[src/rtl/branch_pkg.sv]
// Shared encodings for the branch resolve unit: condition codes, control-transfer
// kinds and the output-stage state type.
package branch_pkg;

  localparam logic [2:0] F3_BEQ  = 3'b000;
  localparam logic [2:0] F3_BNE  = 3'b001;
  localparam logic [2:0] F3_BLT  = 3'b100;
  localparam logic [2:0] F3_BGE  = 3'b101;
  localparam logic [2:0] F3_BLTU = 3'b110;
  localparam logic [2:0] F3_BGEU = 3'b111;

  localparam logic [1:0] KIND_BRANCH = 2'b00;
  localparam logic [1:0] KIND_JAL    = 2'b01;
  localparam logic [1:0] KIND_JALR   = 2'b10;
  localparam logic [1:0] KIND_NONE   = 2'b11;

  typedef enum logic {
    ST_EMPTY = 1'b0,
    ST_FULL  = 1'b1
  } out_state_t;

endpackage

[src/rtl/branch_cond.sv]
// Purely combinational conditional-branch comparator; reserved funct3 codes
// resolve not-taken and are flagged illegal.
module branch_cond
  import branch_pkg::*;
#(
  parameter int DATA_WIDTH = 32
) (
  input  logic [DATA_WIDTH-1:0] rs1_i,
  input  logic [DATA_WIDTH-1:0] rs2_i,
  input  logic [2:0]            funct3_i,
  output logic                  taken_o,
  output logic                  illegal_o
);

  always_comb begin
    taken_o   = 1'b0;
    illegal_o = 1'b0;
    case (funct3_i)
      F3_BEQ:  taken_o = (rs1_i == rs2_i);
      F3_BNE:  taken_o = (rs1_i != rs2_i);
      F3_BLT:  taken_o = ($signed(rs1_i) <  $signed(rs2_i));
      F3_BGE:  taken_o = ($signed(rs1_i) >= $signed(rs2_i));
      F3_BLTU: taken_o = (rs1_i <  rs2_i);
      F3_BGEU: taken_o = (rs1_i >= rs2_i);
      default: illegal_o = 1'b1;
    endcase
  end

endmodule

[src/rtl/branch_resolve_unit.sv]
// Resolves branch/jump direction and target, compares against the fetch prediction,
// and presents the result through a one-entry valid/ready output stage with statistics.
module branch_resolve_unit
  import branch_pkg::*;
#(
  parameter int DATA_WIDTH = 32,
  parameter int ADDR_WIDTH = 32,
  parameter int CNT_WIDTH  = 16
) (
  input  logic                  clk_i,
  input  logic                  rst_ni,
  input  logic                  valid_i,
  output logic                  ready_o,
  input  logic [DATA_WIDTH-1:0] rs1_data_i,
  input  logic [DATA_WIDTH-1:0] rs2_data_i,
  input  logic [2:0]            funct3_i,
  input  logic [1:0]            kind_i,
  input  logic [ADDR_WIDTH-1:0] pc_i,
  input  logic [DATA_WIDTH-1:0] imm_i,
  input  logic                  pred_taken_i,
  input  logic [ADDR_WIDTH-1:0] pred_target_i,
  input  logic                  flush_i,
  input  logic                  cnt_clear_i,
  output logic                  valid_o,
  input  logic                  ready_i,
  output logic                  taken_o,
  output logic [ADDR_WIDTH-1:0] target_o,
  output logic [ADDR_WIDTH-1:0] link_o,
  output logic                  mispredict_o,
  output logic                  illegal_o,
  output logic                  misalign_o,
  output logic [CNT_WIDTH-1:0]  cnt_branch_o,
  output logic [CNT_WIDTH-1:0]  cnt_taken_o,
  output logic [CNT_WIDTH-1:0]  cnt_mispred_o
);

  out_state_t            r_state;
  out_state_t            w_state_next;
  logic                  w_accept;
  logic                  w_handshake;
  logic                  w_cond_taken;
  logic                  w_cond_illegal;
  logic [DATA_WIDTH-1:0] w_jalr_sum;
  logic [ADDR_WIDTH-1:0] w_imm_addr;
  logic [ADDR_WIDTH-1:0] w_jalr_addr;
  logic [ADDR_WIDTH-1:0] w_target;
  logic [ADDR_WIDTH-1:0] w_link;
  logic                  w_taken;
  logic                  w_illegal;
  logic                  w_mispredict;
  logic                  w_misalign;

  logic                  r_taken;
  logic [ADDR_WIDTH-1:0] r_target;
  logic [ADDR_WIDTH-1:0] r_link;
  logic                  r_mispredict;
  logic                  r_illegal;
  logic                  r_misalign;
  logic                  r_is_ctrl;
  logic [CNT_WIDTH-1:0]  r_cnt_branch;
  logic [CNT_WIDTH-1:0]  r_cnt_taken;
  logic [CNT_WIDTH-1:0]  r_cnt_mispred;

  branch_cond #(
    .DATA_WIDTH (DATA_WIDTH)
  ) u_cond (
    .rs1_i     (rs1_data_i),
    .rs2_i     (rs2_data_i),
    .funct3_i  (funct3_i),
    .taken_o   (w_cond_taken),
    .illegal_o (w_cond_illegal)
  );

  assign w_jalr_sum = rs1_data_i + imm_i;

  // Immediate is sign-extended into the address space; the JALR sum is an address already.
  generate
    if (DATA_WIDTH >= ADDR_WIDTH) begin : g_narrow_addr
      assign w_imm_addr  = imm_i[ADDR_WIDTH-1:0];
      assign w_jalr_addr = w_jalr_sum[ADDR_WIDTH-1:0];
    end else begin : g_wide_addr
      assign w_imm_addr  = {{(ADDR_WIDTH-DATA_WIDTH){imm_i[DATA_WIDTH-1]}}, imm_i};
      assign w_jalr_addr = {{(ADDR_WIDTH-DATA_WIDTH){1'b0}}, w_jalr_sum};
    end
  endgenerate

  assign w_link = pc_i + ADDR_WIDTH'(4);

  always_comb begin
    w_taken   = 1'b0;
    w_illegal = 1'b0;
    w_target  = pc_i + w_imm_addr;
    case (kind_i)
      KIND_BRANCH: begin
        w_taken   = w_cond_taken;
        w_illegal = w_cond_illegal;
      end
      KIND_JAL:  w_taken = 1'b1;
      KIND_JALR: begin
        w_taken  = 1'b1;
        w_target = {w_jalr_addr[ADDR_WIDTH-1:1], 1'b0};
      end
      default: w_taken = 1'b0;
    endcase
  end

  // Non-control and illegal slots never redirect fetch.
  assign w_mispredict = (kind_i != KIND_NONE) && !w_illegal &&
                        ((w_taken != pred_taken_i) || (w_taken && (w_target != pred_target_i)));
  assign w_misalign   = w_taken && (w_target[1:0] != 2'b00);

  assign valid_o     = (r_state == ST_FULL);
  assign ready_o     = (!valid_o || ready_i) && !flush_i;
  assign w_accept    = valid_i && ready_o;
  // A flushed result is discarded, so it is not counted even if the consumer is ready.
  assign w_handshake = valid_o && ready_i && !flush_i;

  always_comb begin
    w_state_next = r_state;
    if (flush_i) begin
      w_state_next = ST_EMPTY;
    end else begin
      case (r_state)
        ST_EMPTY: if (w_accept) w_state_next = ST_FULL;
        ST_FULL:  if (ready_i && !w_accept) w_state_next = ST_EMPTY;
        default:  w_state_next = ST_EMPTY;
      endcase
    end
  end

  always_ff @(posedge clk_i or negedge rst_ni) begin
    if (!rst_ni) begin
      r_state <= ST_EMPTY;
    end else begin
      r_state <= w_state_next;
    end
  end

  always_ff @(posedge clk_i or negedge rst_ni) begin
    if (!rst_ni) begin
      r_taken      <= 1'b0;
      r_target     <= '0;
      r_link       <= '0;
      r_mispredict <= 1'b0;
      r_illegal    <= 1'b0;
      r_misalign   <= 1'b0;
      r_is_ctrl    <= 1'b0;
    end else if (w_accept) begin
      r_taken      <= w_taken;
      r_target     <= w_target;
      r_link       <= w_link;
      r_mispredict <= w_mispredict;
      r_illegal    <= w_illegal;
      r_misalign   <= w_misalign;
      r_is_ctrl    <= (kind_i != KIND_NONE);
    end
  end

  always_ff @(posedge clk_i or negedge rst_ni) begin
    if (!rst_ni) begin
      r_cnt_branch  <= '0;
      r_cnt_taken   <= '0;
      r_cnt_mispred <= '0;
    end else if (cnt_clear_i) begin
      r_cnt_branch  <= '0;
      r_cnt_taken   <= '0;
      r_cnt_mispred <= '0;
    end else if (w_handshake) begin
      if (r_is_ctrl && (r_cnt_branch != '1))
        r_cnt_branch <= r_cnt_branch + CNT_WIDTH'(1);
      if (r_taken && (r_cnt_taken != '1))
        r_cnt_taken <= r_cnt_taken + CNT_WIDTH'(1);
      if (r_mispredict && (r_cnt_mispred != '1))
        r_cnt_mispred <= r_cnt_mispred + CNT_WIDTH'(1);
    end
  end

  assign taken_o       = r_taken;
  assign target_o      = r_target;
  assign link_o        = r_link;
  assign mispredict_o  = r_mispredict;
  assign illegal_o     = r_illegal;
  assign misalign_o    = r_misalign;
  assign cnt_branch_o  = r_cnt_branch;
  assign cnt_taken_o   = r_cnt_taken;
  assign cnt_mispred_o = r_cnt_mispred;

endmodule
[config.mk]
export PLATFORM = sky130hd
export DESIGN_NAME = branch_resolve_unit
export DESIGN_NICKNAME = d
export VERILOG_FILES = /design/src/rtl/branch_pkg.sv /design/src/rtl/branch_cond.sv /design/src/rtl/branch_resolve_unit.sv
export SDC_FILE = /design/constraint.sdc
export NUM_CORES = 1
export LEC_CHECK = 0
export CELL_PAD_IN_SITES_DETAIL_PLACEMENT = 0
export CELL_PAD_IN_SITES_GLOBAL_PLACEMENT = 2
export CORE_AREA = 2 2 198 200
export CTS_CLUSTER_SIZE = 25
export DETAILED_ROUTE_END_ITERATION = 6
export DIE_AREA = 0 0 200 202
export PLACE_DENSITY = 0.84
export SYNTH_ARGS = -nofsm -noshare
export SYNTH_HDL_FRONTEND = slang
export SYNTH_SLANG_ARGS = --single-unit
[constraint.sdc]
create_clock -name clk_i -period 3.2 [get_ports clk_i]
set_input_delay 0.64 -clock clk_i [delete_from_list [all_inputs] [get_ports clk_i]]
set_output_delay 0.64 -clock clk_i [all_outputs]
set_load 0.1 [all_outputs]
[Word-level counts from Yosys, hierarchy flattened]
Index checks and enable logic that the tools add are counted.
Widths: inputs -> output; s select.
Storage, ports and cells
  input port bits: 172
  output and inout port bits: 118
  register bits after elaboration: 118
  word-level logic and storage cells: 85
Cells by class
  bitwise logic cells: 1
  $lt $le $gt $ge: 4
  reductions and logical operators: 30
  equal/unequal tests: 15
  add/subtract/negate cells: 6
  muxes and demuxes: 18
Operator list (count)
  $mux 16: 9
  $add 32x32->32: 2
  $ge 32x32->1: 2
  $lt 32x32->1: 2
  $ne 32x32->1: 2
  $add 16x1->16 const B: 3
  $ne 16x16->1 const B: 3
  $add 32x3->32 const B: 1
  $eq 32x32->1: 1
  $mux 32: 1
  $eq 3x3->1 const B: 4
  $logic_and 1x1->1: 12
  $reduce_bool 2->1: 5
  $pmux 1 s6: 1
  $reduce_and 2->1: 3
  $reduce_or 6->1: 1
  $mux 1: 5
  $logic_not 1->1: 4
  $pmux 1 s2: 2
  $eq 3x1->1 const B: 1
  $logic_not 3->1: 1
  $eq 2x1->1 const B: 1
  $eq 2x2->1 const B: 1
  $logic_not 2->1: 1
  5 further kinds: 6

[Depth between registers and ports, before layout]
Gate-level depths: netlist of the first run.
  depth after elaboration: 9
  gate-level depth with buffers: 13
  depth with buffers taken out: 13

[Modules after synthesis]
From an unflattened synthesis of the first run, not the netlist that was laid out.
Second synthesis, totals
  cell total of the unflattened synthesis: 1403
  area, all modules: 11398.4 um^2
By module, submodules not included
  branch_resolve_unit: cells an instance 1274, seq. area each 2952.8 um^2, area each 10468.8 um^2, instances 1
  branch_cond: cells an instance 129, seq. area each 0.0 um^2, area each 929.6 um^2, instances 1

[Worst setup path after synthesis of the first run]
OpenSTA, ideal clock, no wires.
  kind: register -> register
  start point: reg r_state (netlist: valid_o)
  end point: reg r_mispredict (netlist: mispredict_o)
  arrival: 3845 ps
  buffers on the path: 0
  library setup time: 140 ps
  required time: 3060 ps
  setup slack: -785 ps
  cell stages (with the launch flop): 12
  period minus slack after synthesis: 3985 ps
  path through: dfrtp_1 -> nor2b_1 -> nor2_1 -> nand2_1 -> a211oi_1 -> o311ai_0 -> nor4_1 -> nand4b_1 -> nor4_1 -> nand4_1 -> nor4_2 -> a41oi_1
On the way
  longest elaborated chain between the ends: 4
RTL lines
  from (decl): RTL line branch_resolve_unit.sv:37  | out_state_t r_state;
  from (signal assigned): RTL line branch_resolve_unit.sv:135  | r_state <= w_state_next;
  $logic_not 1->1: RTL line branch_resolve_unit.sv:113  | assign ready_o = (!valid_o || ready_i) && !flush_i;
  $logic_or 1x1->1: RTL line branch_resolve_unit.sv:113
  $logic_and 1x1->1: RTL line branch_resolve_unit.sv:113
  named net ready_o: RTL line branch_resolve_unit.sv:13  | output logic ready_o,
  $logic_and 1x1->1: RTL line branch_resolve_unit.sv:114  | assign w_accept = valid_i && ready_o;
  to (signal assigned): RTL line branch_resolve_unit.sv:152  | r_mispredict <= w_mispredict;
  to (decl): RTL line branch_resolve_unit.sv:56  | logic r_mispredict;
The timed path passes the listed nets, and every way through them passes these cells.
A chain may end at the register's enable or synchronous reset.

[Worst setup path in the final report of the first run]
  start point: in imm_i[21]
  end point: reg r_mispredict (netlist: mispredict_o)
On the way
  longest elaborated chain between the ends: 6
  elaborated cells between the ends (all ways): 7
  those cells by class: add/sub (2); eq/ne (1); mux (1); reduce/logical (3)
RTL lines
  from (decl): RTL line branch_resolve_unit.sv:19  | input logic [DATA_WIDTH-1:0] imm_i,
  $add 32x32->32, on equally long branches: RTL line branch_resolve_unit.sv:92, branch_resolve_unit.sv:74
  $mux 32 (*): RTL line branch_resolve_unit.sv:93  | case (kind_i)
  $ne 32x32->1 (*): RTL line branch_resolve_unit.sv:109  | ((w_taken != pred_taken_i) || (w_taken && (w_target != pred_target_i)));
  $logic_and 1x1->1 (*): RTL line branch_resolve_unit.sv:109
  $logic_or 1x1->1 (*): RTL line branch_resolve_unit.sv:109
  $logic_and 1x1->1 (*): RTL line branch_resolve_unit.sv:108  | assign w_mispredict = (kind_i != KIND_NONE) && !w_illegal &&
Mark *: on every way between the ends. The rest lies on a longest branch, timed or not.

==> impl_metrics.tcl, run 1 <==
set metrics [dict create \
    status "finished, violations left" \
    violations "setup timing" \
    grt_pass1_vias 11990 \
    start_util 0.2880 \
    drt_iter0_markers 445 \
    num-nets-final 2247 \
    place_area_um2 16620 \
    pin_count 290 \
    cp_common_cell "a211oi_2" \
    cts_tree "built" \
    endpoint_kind "register" \
    path_cells "dlygate4sd2_1, ha_1, a21o_1, a211oi_2, a22oi_2, or4_4, o211ai_1, a211oi_2, buf_4, xnor2_1, a311oi_1, nand4_1, nor4_2, a41oi_1" \
    grt_usage 0.2114 \
    leakage_nw 8.747 \
    max_freq_mhz 285.6 \
    r2r_start "valid_o$_DFF_PN0_" \
    swShare 0.4507 \
    io_buffers 289 \
    ys.warnings.count 0 \
    synthesis.instances 1369 \
    synth_top_flop_cell "dfrtp_1" \
    synth-edff-count 0 \
    crit_arrival_ns 3.78 \
    dr.pass1.iters 5 \
    power.internal_mw 4.330 \
    num-fill-cells 3701 \
    cp_max_fo 2 \
    final_cell_count_no_fill 2507 \
    fin_skew_ns 0.008822 \
    setup-violations-final 1 \
    drt_wl_total_um 44020 \
    clk_pin_slew_ns 0.06 \
    hold_viol_final 0 \
    die_area_um2 40400 \
    area_growth_pct 67.90 \
    maxCapViolations 0 \
    postCtsHoldBufs 0 \
    die-height_um 202 \
    coreArea_um2 38290 \
    avgViaCountPerCell 4.916 \
    synth_cell_type_count 71 \
    grt_max_degree 119 \
    dp_hpwl_um 36330 \
    clock_latency_ns 0.41 \
    p_clk_frac 0.229 \
    ff2ff_path_depth 12 \
    hp-class "input pin to asynchronous set/reset pin" \
    required_ns 3.48 \
    combPwrFrac 0.545 \
    clock-sinks 118 \
    syn_area_um2 11030 \
    regArea_um2 2953 \
    layout-drive-gt1-share 0.3456 \
    wl_per_cell_um 17.56 \
    critPathSlowestCell "or4_4" \
    gp_congestion 0.9185 \
    max_stage_delay_ns 0.49 \
    ant_nets 0 \
    fin_area_um2 18510 \
    synthesis.nets 1644 \
    timing.slew.headroom 0.5586 \
    power.switching_mw 3.553 \
    drc 0 \
    start_kind "input pin" \
    clockBufferDepth 2 \
    tightest_slew_ns 0.6621 \
    critical_path_class "input pin to register" \
    ctsHtreeMaxLevel 4 \
    cts-root-buf "clkbuf_16" \
    drv_slew 0 \
    timing.final.ws_setup_ns -0.3013 \
    multi_input_area_um2 8768 \
    yosysSeqAreaShare 0.2678 \
    grt.overflow.total 0 \
    r2r_end "mispredict_o$_DFFE_PN0P_" \
    ff2ff_setup_slack_ns 0.61 \
    vias 12330 \
    p_per_area_nw_per_um2 425.8 \
    vdd_drop_max_v 0.0003863 \
    grt_pass1_wl_um 65640 \
    period_needed_ns 3.501 \
    period_share 1.094 \
    rsz0062_at_grt "yes" \
    fp-row-count 72 \
    dp_cells 2450 \
    synthArstFlopShare 1.000 \
    syn_avg_cell_area_um2 8.054 \
    ys_seq_elements 118 \
    antenna_found_initial 4 \
    power.share.sequential 0.225 \
    die_w_um 200 \
    cts_buffers 17 \
]
## how the worst max path moves through the flow
stage	to	start
after global routing	mispredict_o$_DFFE_PN0P_	pc_i[1]
after CTS	mispredict_o$_DFFE_PN0P_	rs2_data_i[1]
final	mispredict_o$_DFFE_PN0P_	imm_i[21]
after detailed placement	mispredict_o$_DFFE_PN0P_	imm_i[0]
after global placement	mispredict_o$_DFFE_PN0P_	imm_i[0]
after floorplan	mispredict_o$_DFFE_PN0P_	pc_i[0]
## metrics by stage
| step | utilization | setup TNS [ns] | power (mW) | hold slack, ns | setup WS [ns] |
|---|---|---|---|---|---|
| floorplan | - | -0.3796 | 4.226 | 0.3444 | -0.3462 |
| global placement | 0.4340 | -11.05 | 5.806 | 0.4653 | -1.206 |
| detailed placement | 0.4340 | -11.94 | 5.835 | 0.4714 | -1.250 |
| CTS | 0.4621 | -0.5942 | 7.807 | 0.3401 | -0.3678 |
| global route | 0.4835 | -0.6750 | 8.285 | 0.3629 | -0.5576 |
| finish | 0.4835 | -0.3013 | 7.883 | 0.2975 | -0.3013 |
## power by group through the flow
stage / registers, mW / clock network (mW) / logic, mW
final: 1.78 / 1.81 / 4.30
after global routing: 1.80 / 1.92 / 4.56
after CTS: 1.78 / 1.87 / 4.16
after detailed placement: 1.80 / 0 / 4.03
after global placement: 1.80 / 0 / 4.01
after floorplan: 3.04 / 0 / 1.18
## Yosys cell counts, drive strengths merged, types with 5 or more instances
cell,instances,area share
nand2,165,0.056
dfrtp,118,0.27
nor2,113,0.038
o21ai,107,0.049
a21oi,105,0.048
ha,101,0.11
xor2,80,0.064
xnor2,78,0.062
inv,51,0.017
nand3,48,0.022
clkbuf,47,0.016
nand4,46,0.026
mux2i,25,0.023
a21o,24,0.016
nor3,21,0.0095
and3,16,0.0091
buf,14,0.0056
or3,14,0.0079
a211oi,13,0.0089
o211ai,13,0.0089
nor2b,12,0.0068
o21a,12,0.0082
mux2,11,0.011
and4,10,0.0079
nand2b,10,0.0057
nor4,9,0.0057
a31oi,8,0.0045
nand3b,8,0.0054
o21bai,8,0.0054
o2111ai,7,0.0056
and2,6,0.0034
o22ai,6,0.0034
o31ai,6,0.0041
a221oi,5,0.0061
## timing repair
item / in CTS / in global routing
endpoints found under the setup margin: 13 / 11
pin swaps: 58 / 59
setup buffers: 10 / 13
gates resized for setup: 115 / 172
## state kept, by name (all words and copies together) (netlist names)
register and count:
link_o 32, cnt_branch_o 16, mispredict_o 1, misalign_o 1, valid_o 1, cnt_mispred_o 16, cnt_taken_o 16, illegal_o 1
r_is_ctrl 1, target_o 32, taken_o 1
## routing by layer
layer | up-vias | track usage | part of all wire
li1 | 6134 | - | -
met2 | 316 | 0.3576 | 0.48
met3 | 40 | 0.02920 | 0.053
met1 | 5835 | 0.2810 | 0.45
met5 | - | 0 | 0
met4 | 0 | 0.05556 | 0.020
## cell families after synthesis
family                   Yosys count  synth area share
AND/OR/NAND/NOR                  494            0.2165
AO/OA/AOI/OAI                    345            0.1928
XOR/XNOR                         161            0.1318
flip-flops                       118            0.2678
buffers and inverters            112           0.03892
adder cells (fa/ha/maj)          103            0.1182
multiplexers                      36           0.03393
## cell usage in the layout (no fill, tap or decap), types with 55 or more instances in the layout
master	synthesis	routed
a21oi_1	105	84
buf_4	0	469
clkdlybuf4s50_1	0	85
dfrtp_1	118	118
dlymetal6s2s_1	0	55
nand2_1	165	160
nor2_1	113	110
o21ai_0	103	91
xnor2_1	78	74
xor2_1	80	80
## worst max-delay path: cells and delay by family
| kind | cells | cell delay [ns] |
|---|---|---|
| compound gates | 7 | 1.37 |
| fa+ha+maj | 1 | 0.30 |
| simple gates | 3 | 0.87 |
| buf+inv | 2 | 0.50 |
| xor+xnor | 1 | 0.11 |
## area by class of cell
class | count | area share
timing repair buffer | 645 | 0.2909
sequential | 118 | 0.1595
clock buffer | 17 | 0.02298
clock inverter | 15 | 0.007029
inverter | 51 | 0.01034
tap | 518 | 0.03501
multi-input combinational | 1139 | 0.4737
antenna | 4 | 0.0005407
Note: power is estimated with default switching activity, not from simulation.
==> run 2: changes to the inputs <==
Settings changed: MAX_ROUTING_LAYER from default to met4, SLEW_MARGIN from default to 5.
==> run 2 against run 1 <==
  * The run still ends with setup timing left
  * Cell count increased by 0.68%
  * Count of clock-buffer cells in the layout increased by 1
  * Global-route usage increased by 0.74 points
  * Worst hold slack got worse by 0.079 ns
  * Worst setup slack got worse by 0.094 ns
  * Die area unchanged
  * Critical path type unchanged
==> impl_metrics.tcl, run 2 (same netlist as run 1, synthesis figures left out) <==
set metrics [dict create \
    power.switching_mw 3.591 \
    start_kind "input pin" \
    swShare 0.4360 \
    cts_tree "built" \
    maxCapViolations 0 \
    required_ns 3.48 \
    ctsHtreeMaxLevel 4 \
    grt_pass1_vias 12190 \
    final_cell_mix "481 x buf_4, 160 x nand2_1, 118 x dfrtp_1, 107 x nor2_1, 97 x clkdlybuf4s50_1" \
    cts_buffers 17 \
    leakage_nw 8.647 \
    p_per_area_nw_per_um2 440.4 \
    tightest_slew_ns 0.6364 \
    antenna_found_initial 6 \
    vias 12310 \
    dp_cells 2463 \
    pin_count 290 \
    power.internal_mw 4.645 \
    p_clk_frac 0.251 \
    setup-violations-final 2 \
    num-fill-cells 3716 \
    grt_max_degree 73 \
    period_needed_ns 3.596 \
    combPwrFrac 0.533 \
    start_util 0.2880 \
    die_area_um2 40400 \
    die-height_um 202 \
    crit_arrival_ns 3.88 \
    drv_slew 0 \
    clock-sinks 118 \
    clk_pin_slew_ns 0.06 \
    dr.pass1.iters 4 \
    avgViaCountPerCell 4.878 \
    area_growth_pct 69.61 \
    critPathSlowestCell "mux2_2" \
    period_share 1.124 \
    coreArea_um2 38290 \
    status "finished, violations left" \
    num-nets-final 2262 \
    violations "setup timing" \
    max_stage_delay_ns 0.37 \
    fp-row-count 72 \
    grt_usage 0.2187 \
    rsz0062_at_grt "yes" \
    drc 0 \
    critical_path_class "input pin to register" \
    fin_skew_ns 0.01149 \
    max_freq_mhz 278.1 \
    clockBufferDepth 2 \
    tns_ns -0.4860 \
    timing.slew.headroom 0.5758 \
    final_cell_count_no_fill 2524 \
    cp_max_fo 3 \
    cts-root-buf "clkbuf_16" \
    dp_hpwl_um 36860 \
    postCtsHoldBufs 0 \
    ant_nets 0 \
    timing.final.ws_setup_ns -0.3955 \
    grt.overflow.total 0 \
    die_w_um 200 \
    layout-drive-gt1-share 0.3560 \
    wl_per_cell_um 17.53 \
    gp_congestion 0.9226 \
    vdd_drop_max_v 0.0004097 \
    hold_viol_final 0 \
    grt_pass1_wl_um 66450 \
    hp-class "input pin to asynchronous set/reset pin" \
    io_buffers 289 \
    endpoint_kind "register" \
    layout_commonest_cell "buf_4" \
    drt_wl_total_um 44250 \
    path_cells "buf_8, ha_4, fa_2, a21o_1, a221oi_4, buf_6, and4b_1, or2_1, o21ai_1, xnor2_1, mux2_2, nor4_2, nand4_1, nor4_4, a41oi_2" \
    power.share.sequential 0.216 \
    clock_latency_ns 0.41 \
    p_total_mw 8.236 \
    drt_iter0_markers 514 \
]
==> run 2: cell count changes in the layout (fill, tap and decap cells not counted), moves of 6 or more <==
cell / previous run / this run
clkdlybuf4s50_1: 85 / 97
buf_4: 469 / 481
dlymetal6s2s_1: 55 / 24
ha_4: 51 / 45
dlygate4sd2_1: 20 / 35
ha_1: 46 / 55
==> run 2: path summary, 6_finish.rpt <==
check,end,startpoint,slack (ns),cells after the start
max reg2reg,mispredict_o$_DFFE_PN0P_,valid_o$_DFF_PN0_,0.47,12
max in group asynchronous,link_o[30]$_DFFE_PN0P_,rst_ni,2.20,2
max,mispredict_o$_DFFE_PN0P_,imm_i[0],-0.40,15
min,cnt_mispred_o[9]$_DFFE_PN0P_,rst_ni,0.22,1
min in group clk_i,link_o[0]$_DFFE_PN0P_,pc_i[0],0.47,2
min reg2reg,link_o[21]$_DFFE_PN0P_,link_o[21]$_DFFE_PN0P_,0.48,2
==> run 2: per-layer routing <==
metal / global-route usage / wire [um]
met1: 0.2938 / 20610
met2: 0.3555 / 20980
met3: 0.02136 / 2112
met4: 0.04841 / 539
met5: - / 0
==> run 2: timing repair <==
| action | CTS | global route |
|---|---|---|
| endpoints found under the setup margin | 15 | 10 |
| pin swaps | 62 | 42 |
| gates resized for setup | 181 | 128 |
| cloned | 0 | 0 |
| setup buffers | 16 | 11 |
==> run 2: worst max-delay path: cells and delay by family <==
| family | cells | cell delay [ns] |
|---|---|---|
| compound gates | 4 | 0.86 |
| xor+xnor | 1 | 0.17 |
| fa+ha+maj | 2 | 0.49 |
| buf+inv | 2 | 0.26 |
| mux | 1 | 0.37 |
| simple gates | 5 | 1.10 |
==> run 2: power by group through the flow <==
stage | Clock, mW | Combinational (mW) | Sequential [mW]
after global routing | 2.19 | 4.65 | 1.80
after CTS | 2.12 | 4.25 | 1.78
after global placement | 0 | 4.06 | 1.80
after detailed placement | 0 | 4.07 | 1.81
final | 2.07 | 4.39 | 1.78
after floorplan | 0 | 1.18 | 3.04
==> run 2: final cells by class <==
cell class / instances / area, um^2 / area share
multi-input cells: 1139 / 8838 / 0.4726
well taps: 518 / 648.1 / 0.03466
inverters: 51 / 191.4 / 0.01024
diodes: 6 / 15.01 / 0.0008029
clock inverters: 14 / 196.4 / 0.01050
clock buffers: 18 / 439.2 / 0.02348
repair buffers: 660 / 5419 / 0.2898
flip-flops and latches: 118 / 2953 / 0.1579
==> run 2: stage by stage <==
stage	setup WS, ns	hold WS (ns)	util	area [um^2]
6_report	-0.3955	0.2181	0.4884	18700
4_1_cts	-0.3154	0.2426	0.4718	18060
5_1_grt	-0.5880	0.2598	0.4884	18700
2_1_floorplan	-0.3462	0.3444	-	11050
3_3_place_gp	-1.296	0.4666	0.4365	16710
3_5_place_dp	-1.354	0.4753	0.4365	16710
